--- src/rtl/ch_gain_cal_mul_rnd_sat.sv ---
// Pipelined multi-lane gain multiplier: per-lane product with a common gain,
// round-half-up and right shift, saturation to OUT_W, valid pipeline and saturation counter.
module ch_gain_cal_mul_rnd_sat #(
  parameter int unsigned LANES    = 2,
  parameter int unsigned A_W      = 16,
  parameter int unsigned B_W      = 17,
  parameter bit          A_SIGNED = 1'b1,
  parameter bit          B_SIGNED = 1'b0,
  parameter int unsigned SHIFT    = 15,
  parameter int unsigned OUT_W    = 16,
  parameter int unsigned LATENCY  = 4
) (
  input  logic                   clk,
  input  logic                   reset,
  input  logic                   ce,
  input  logic                   in_valid,
  input  logic [LANES*A_W-1:0]   din_a,
  input  logic [B_W-1:0]         din_b,
  input  logic                   clr_stats,
  output logic                   out_valid,
  output logic [LANES*OUT_W-1:0] dout,
  output logic [LANES-1:0]       sat_flag,
  output logic [15:0]            sat_count
);

  localparam bit          OUT_SIGNED = A_SIGNED | B_SIGNED;
  localparam int unsigned P_W        = A_W + B_W;
  // Product of two operands each extended by one bit; always interpreted as signed.
  localparam int unsigned M_W        = P_W + 2;
  localparam int unsigned X_W        = (M_W > OUT_W + 2) ? M_W : OUT_W + 2;
  // Stage 3 plus the pure delay stages behind it.
  localparam int unsigned D_N        = LATENCY - 2;

  localparam logic signed [X_W-1:0] RND =
    X_W'(SHIFT != 0) << ((SHIFT == 0) ? 0 : SHIFT - 1);
  localparam logic signed [X_W-1:0] SAT_HI =
    (X_W'(1) << (OUT_W - (OUT_SIGNED ? 1 : 0))) - X_W'(1);
  localparam logic signed [X_W-1:0] SAT_LO =
    OUT_SIGNED ? (X_W'(0) - (X_W'(1) << (OUT_W - 1))) : X_W'(0);

  // Elaboration-time parameter legality.
  if (LANES < 1 || LANES > 4) begin : g_bad_lanes
    $error("ch_gain_cal_mul_rnd_sat: LANES must be 1..4");
  end
  if (SHIFT > P_W - 1) begin : g_bad_shift
    $error("ch_gain_cal_mul_rnd_sat: SHIFT must be 0..A_W+B_W-1");
  end
  if (LATENCY < 3 || LATENCY > 8) begin : g_bad_latency
    $error("ch_gain_cal_mul_rnd_sat: LATENCY must be 3..8");
  end

  logic [LANES*A_W-1:0]   s1_a;
  logic [B_W-1:0]         s1_b;
  logic                   s1_v;
  logic signed [M_W-1:0]  s2_p [LANES];
  logic                   s2_v;
  logic [LANES*OUT_W-1:0] pd   [D_N];
  logic [LANES-1:0]       pf   [D_N];
  logic [D_N-1:0]         pv;
  logic [15:0]            cnt;

  logic signed [B_W:0]    b_x;
  logic signed [M_W-1:0]  prod_c [LANES];
  logic [LANES*OUT_W-1:0] res_c;
  logic [LANES-1:0]       sat_c;

  assign b_x = {B_SIGNED & s1_b[B_W-1], s1_b};

  // Per-lane multiply (stage 2 input) and round/shift/clamp (stage 3 input).
  for (genvar l = 0; l < LANES; l++) begin : g_lane
    logic signed [A_W:0]   a_x;
    logic signed [X_W-1:0] p_x;
    logic signed [X_W-1:0] r_x;
    logic                  hi_c;
    logic                  lo_c;

    assign a_x       = {A_SIGNED & s1_a[l*A_W + A_W - 1], s1_a[l*A_W +: A_W]};
    assign prod_c[l] = M_W'(a_x) * M_W'(b_x);
    assign p_x       = X_W'(s2_p[l]);
    assign r_x       = (p_x + RND) >>> SHIFT;
    assign hi_c      = r_x > SAT_HI;
    assign lo_c      = r_x < SAT_LO;
    assign sat_c[l]  = hi_c | lo_c;
    assign res_c[l*OUT_W +: OUT_W] = hi_c ? OUT_W'(SAT_HI) :
                                     lo_c ? OUT_W'(SAT_LO) : OUT_W'(r_x);
  end

  // Stages 1 and 2; data registers only load behind a valid so outputs hold when idle.
  always_ff @(posedge clk or posedge reset) begin
    if (reset) begin
      s1_a <= '0;
      s1_b <= '0;
      s1_v <= 1'b0;
      s2_v <= 1'b0;
      for (int l = 0; l < LANES; l++) s2_p[l] <= '0;
    end else if (ce) begin
      s1_v <= in_valid;
      if (in_valid) begin
        s1_a <= din_a;
        s1_b <= din_b;
      end
      s2_v <= s1_v;
      if (s1_v) begin
        for (int l = 0; l < LANES; l++) s2_p[l] <= prod_c[l];
      end
    end
  end

  // Stage 3 result register followed by the output delay line.
  always_ff @(posedge clk or posedge reset) begin
    if (reset) begin
      pv <= '0;
      for (int k = 0; k < D_N; k++) begin
        pd[k] <= '0;
        pf[k] <= '0;
      end
    end else if (ce) begin
      pv[0] <= s2_v;
      if (s2_v) begin
        pd[0] <= res_c;
        pf[0] <= sat_c;
      end
      for (int k = 1; k < D_N; k++) begin
        pv[k] <= pv[k-1];
        if (pv[k-1]) begin
          pd[k] <= pd[k-1];
          pf[k] <= pf[k-1];
        end
      end
    end
  end

  // Saturation event counter; clear wins over increment, sticks at all-ones.
  always_ff @(posedge clk or posedge reset) begin
    if (reset) begin
      cnt <= '0;
    end else if (ce) begin
      if (clr_stats) begin
        cnt <= '0;
      end else if (out_valid && (|sat_flag) && (cnt != 16'hFFFF)) begin
        cnt <= cnt + 16'd1;
      end
    end
  end

  assign out_valid = pv[D_N-1];
  assign dout      = pd[D_N-1];
  assign sat_flag  = pf[D_N-1];
  assign sat_count = cnt;

endmodule

--- config.mk ---
export PLATFORM = sky130hd
export DESIGN_NAME = ch_gain_cal_mul_rnd_sat
export DESIGN_NICKNAME = d
export VERILOG_FILES = /design/src/rtl/ch_gain_cal_mul_rnd_sat.sv
export SDC_FILE = /design/constraint.sdc
export NUM_CORES = 2
export LEC_CHECK = 0
export BUFFER_PORTS_ARGS = -buffer_cell sky130_fd_sc_hd__buf_2
export CAP_MARGIN = 20
export CORE_ASPECT_RATIO = 0.8
export CORE_MARGIN = 3
export CORE_UTILIZATION = 49
export CTS_CLUSTER_DIAMETER = 40
export DETAILED_ROUTE_END_ITERATION = 6
export PLACE_DENSITY = 0.68
export SLEW_MARGIN = 20
export SYNTH_ARGS = -nofsm -noshare
export SYNTH_HDL_FRONTEND = slang
export SYNTH_SLANG_ARGS = --single-unit
export TNS_END_PERCENT = 20
--- constraint.sdc ---
create_clock -name clk -period 5.8 [get_ports clk]
set_input_delay 0.29 -clock clk [delete_from_list [all_inputs] [get_ports clk]]
set_output_delay 0.29 -clock clk [all_outputs]
set_load 0.05 [all_outputs]
# --- Word-level counts from Yosys, hierarchy flattened ---
# Cells that the tools add are included.
classes:
  muxes: 6
  n_lt_le_gt_ge: 4
  reduce_logical: 9
  n_mul: 2
  eq_ne: 1
  add_sub_neg: 3
  bitwise_logic: 2
ops:
  columns: ["op", "count"]
  rows:
  - ["16-bit two-way mux", 6]
  - ["35-bit by 16-bit adder with 35-bit output, second input constant", 2]
  - ["16-bit by 18-bit multiplier with 34-bit output", 2]
  - ["20-bit by 16-bit greater-than comparator with 1-bit output, second input constant", 2]
  - ["20-bit by 16-bit less-than comparator with 1-bit output, second input constant", 2]
  - ["16-bit by 1-bit adder with 16-bit output, second input constant", 1]
  - ["16-bit != test, second input constant", 1]
  - ["2-bit AND reduction", 5]
  - ["1-bit logical AND", 2]
  - ["1-bit bitwise OR", 2]
  - ["2-bit nonzero test", 1]
  - ["2-bit OR reduction", 1]
totals:
  register_bits: 207
  in_bits: 54
  wordCells: 39

# --- Depth between registers and ports, before layout ---
depth:
  word_depth: 5
  mapped_depth: 24

# --- Worst setup path before layout ---
# No wires, ideal clock.
synth_timing:
  kind: "register -> register"
  startpoint: "register s1_a[7]"
  endpoint: "register s2_p, in the netlist g_lane[0].p_x[28]"
  slack_ns: -0.302
  period_less_slack_ns: 6.102
  required_time_ns: 5.665
  arrival_time_ns: 5.967
  path_stages_with_launch: 24
  setup_ns: 0.135
  cell_sequence: "dfrtp_1 > clkbuf_1 > clkbuf_1 > nand2_1 > fa_1 > inv_1 > fa_1 > inv_1 > fa_1 > inv_1 > fa_1 > fa_1 > inv_1 > fa_1 > inv_1 > ha_1 > and2_1 > a221o_1 > a31oi_1 > o211a_1 > o21ai_1 > o41ai_1 > xor2_1 > o21ai_0"
synth_between:
  elab_chain_len: 1
synth_lines:
  columns: ["item", "line", "text"]
  rows:
  - ["start: declaration", "52", "logic [LANES*A_W-1:0] s1_a;"]
  - ["start signal: assignment", "99", "s1_a <= din_a;"]
  - ["16-bit by 18-bit multiplier with 34-bit output", "78", "assign prod_c[l] = M_W'(a_x) * M_W'(b_x);"]
  - ["end: declaration", "55", "logic signed [M_W-1:0] s2_p [LANES];"]
# No other way between the ends.
# A chain may end at the register's enable or synchronous reset.

# --- Worst setup path in the final report ---
layout_timing:
  startpoint: "register s1_b[8]"
  endpoint: "register s2_p, in the netlist g_lane[1].p_x[33]"
layout_between:
  elab_chain_len: 1
layout_lines:
  columns: ["item", "line", "text"]
  rows:
  - ["start: declaration", "53", "logic [B_W-1:0] s1_b;"]
  - ["start signal: assignment", "100", "s1_b <= din_b;"]
  - ["16-bit by 18-bit multiplier with 34-bit output", "78", null]
# No other way between the ends.

==> metrics.md <==
| Metric | Value |
|---|---|
| Fillers | 4370 |
| Seq/Total Area, Yosys | 17.2% |
| Post-route setup TNS | -4.22 ns |
| Critical path startpoint category | flop |
| Worst Path Class, Setup | flop to flop |
| Arrival @ worst endpoint | 6.52 ns |
| Cts bufs inserted | 17 |
| H-tree depth | 4 |
| Crit share post-route | 105% |
| Post-Syn Instances | 2739 |
| Die area | 55400 um2 |
| DR vias/cell | 5.27 |
| Failing checks | negative setup slack |
| Worst path max stage delay | 0.55 ns |
| Register bit total from synthesis | 177 |
| Setup violations, final | 30 |
| Clk Latency, worst-skew pair | 0.50 ns |
| Antenna violations before repair | 1 |
| Post-DP HPWL | 51.5 mm |
| Hold Vio Cnt, Final | 0 |
| Share of cells above drive strength 1 | 20.0% |
| Post-synth EDFFs | 0 |
| TritonCTS clock tree | built |
| Largest net degree at the start of global routing | 123 |
| Outcome | complete, but fails checks |
| Cells along the critical path | buf_12 > buf_6 > nand2_2 > fa_1 > fa_1 > fa_1 > fa_1 > inv_1 > fa_1 > inv_1 > fa_1 > inv_2 > ha_4 > a21o_1 > o21bai_4 > a221oi_2 > buf_4 > o211a_4 > a22o_4 > o221ai_4 > or4_4 > nand3_2 |
| Async SR Flop Fraction | 100% |
| RSZ-0062 raised after global routing | true |
| DRC viols | 0 |
| Hold Crit Class | input pin to flop |
| Port bufs | 104 |
| Area Growth Syn to Fin | 16.4% |
| Rel. slew slack | 42.4% |
| Final worst slack | -0.292 ns |
| Post-Route WL | 63.8 mm |
| Crit Path Max Fanout | 6 |
| Primary FF master, synth | dfrtp_1 |
| Mapped cell area | 25800 um2 |
| Slowest cell on crit path | or4_4 |
| CTS sink cnt | 177 |
| Synth cell types | 67 |
| Root Driver | clkbuf_16 |
| Die Ht | 211 um |
| Max Cap Viol | 0 |
| Clk slew on worst S/H paths | 0.09 ns |
| Final ANT Viol Nets | 0 |
| Fin. max-slew vios | 0 |
| Syn avg cell area | 9.41 um2 |
| Total grt overflow | 0 |
| Total track usage | 24.0% |
| Vias | 19.4k |
| Drt pass-1 iters | 5 |
| Die width | 262 um |
| Vias in the first global route | 20.6k |
| Final nets | 3689 |
| Initial Util | 50.1% |
| Row count | 74 |
| Clock skew | 0.0156 ns |
| CP Capture Type | flop |
| Iter 0 DRT Violations | 1340 |
| Net count after synthesis | 3452 |
| Worst path required time | 6.23 ns |
| Most used cell, CP | fa_1 |
| WL per Instance | 17.4 um |
| Fmax achieved | 164 MHz |
| Tightest Pin Transition | 0.864 ns |
| GPL Wtd Cong | 0.914 |
| Max clock buf depth | 2 |
| Core region area | 51500 um2 |
| Yosys warns | 0 |
| Global-route wire length before repair | 106 mm |
| I/O Pins | 105 |
| Final worst path period need | 6.09 ns |
-- worst max-delay path: cells and delay by family, from the launching register on --
family | cells | cell delay [ns]
fa+ha+maj | 7 | 3.20
compound gates | 6 | 1.06
simple gates | 3 | 0.69
buf+inv | 6 | 0.59
flops | 1 | 0.46
-- Yosys cell counts, types with 6 or more instances --
cell,number,share of area (%)
nand3_1,30,0.58
xnor2_1,41,1.4
or3_1,6,0.15
mux2_2,84,3.7
o21bai_1,11,0.32
ha_1,245,12
buf_1,6,0.087
o21ai_0,69,1.3
buf_4,34,0.99
and2_1,261,6.3
nor2_1,85,1.2
inv_1,524,7.6
a211oi_1,7,0.20
a21o_1,18,0.52
nand4_1,22,0.53
nand2_1,342,5.0
a21oi_1,54,1.0
xor2_1,29,0.99
clkbuf_1,113,1.6
fa_1,414,32
and3_1,10,0.24
a31oi_1,8,0.19
nor3_1,15,0.29
dfrtp_1,177,17
o22a_1,30,1.0
o31ai_1,6,0.17
nand2b_1,20,0.49
-- cell usage in the layout (no fill, tap or decap), types with 14 or more instances in the layout --
cell type      Yosys  routed
buf_2              3     104
buf_4             34     216
o21ai_0           69      51
o21ai_1            5      15
buf_6              2      16
o22a_1            30      30
nand3_1           30      26
xor2_1            29      27
fa_1             414     403
clkbuf_16          0      18
a21oi_1           54      43
and2_1           261     248
nand2_1          342     338
nand2b_1          20      19
ha_1             245     234
nand4_1           22      22
dlygate4sd3_1      0      27
nor2_1            85      83
dfrtp_2            0      14
a21o_1            18      18
dfrtp_1          177     163
mux2_2            84      84
nor3_1            15      15
inv_1            524     512
xnor2_1           41      37
-- cells by family (layout without fill, tap and decap cells) --
logic type	count (synthesis)	in the layout	synth area share [%]
other	0	1	0
muxes	86	86	3.75
adders and majority gates	659	659	44.1
AOI/OAI and AO/OA	246	246	6.37
DFF	177	177	17.2
xor gates and xnor gates	70	70	2.38
and+or+nand+nor	819	819	15.8
buffers and inverters	682	932	10.5
-- sequential cells by signal, indices dropped and copies added (netlist names) --
register,flops
pd,32
sat_count,16
pf,2
sat_flag,2
s2_v,1
s1_b,17
s1_a,32
s1_v,1
g_lane.p_x,40
dout,32
pv,2
-- layer usage --
| layer | part of all wire (%) | up-vias | global-route usage [%] |
|---|---|---|---|
| li1 | - | 8897 | - |
| met4 | 2.2 | 0 | 6.82 |
| met1 | 43 | 9769 | 32.0 |
| met5 | 0 | - | 0 |
| met2 | 48 | 591 | 39.0 |
| met3 | 7.0 | 99 | 6.39 |
-- path summary, 6_finish.rpt --
path	from	to	slack (ns)	depth (start not counted)
max	s1_b[8]$_DFFE_PP0P_	g_lane[1].p_x[33]$_DFFE_PP0P_	-0.29	22
min	din_b[6]	s1_b[6]$_DFFE_PP0P_	0.03	2
max reg2reg	s1_b[8]$_DFFE_PP0P_	g_lane[1].p_x[33]$_DFFE_PP0P_	-0.29	22
min reg2reg	pf[3]$_DFFE_PP0P_	pf[3]$_DFFE_PP0P_	0.48	1
max in group asynchronous	reset	s1_a[19]$_DFFE_PP0P_	3.81	4
min in group asynchronous	reset	pd[39]$_DFFE_PP0P_	0.52	3
-- timing repair --
action,4_1_cts,5_1_grt
endpoints found under the setup margin,37,40
pin swaps,39,45
setup buffers,16,16
hold endpoints to repair,76,0
resized for setup,81,74
gates cloned,0,1
hold buffers,27,0
-- through the flow --
step	util, %	hold WS (ns)	instances	worst slack, ns	cell area [um2]
floorplan	-	0.435	2739	-0.0424	25900
global placement	54.8	0.452	3582	-0.357	28200
detailed placement	54.8	0.468	3582	-0.497	28200
CTS	57.5	0.000394	3656	-0.260	29600
global route	58.3	0.00823	3674	-0.494	30000
finish	58.3	0.0339	3674	-0.292	30000
-- final cells by class --
cell class | instances | area, um2 | area share [%]
Clock inverter | 14 | 180 | 0.601
Timing Repair Buffer | 376 | 2860 | 9.53
Multi-Input combinational cell | 1880 | 19200 | 64.1
Tap cell | 684 | 856 | 2.85
Inverter | 524 | 1970 | 6.58
Clock buffer | 18 | 439 | 1.46
Antenna cell | 1 | 2.50 | 0.00834
Sequential cell | 177 | 4450 | 14.8
Power is not shown: default switching activity piles up to over one toggle a cycle in this logic, so the estimate is an artifact.
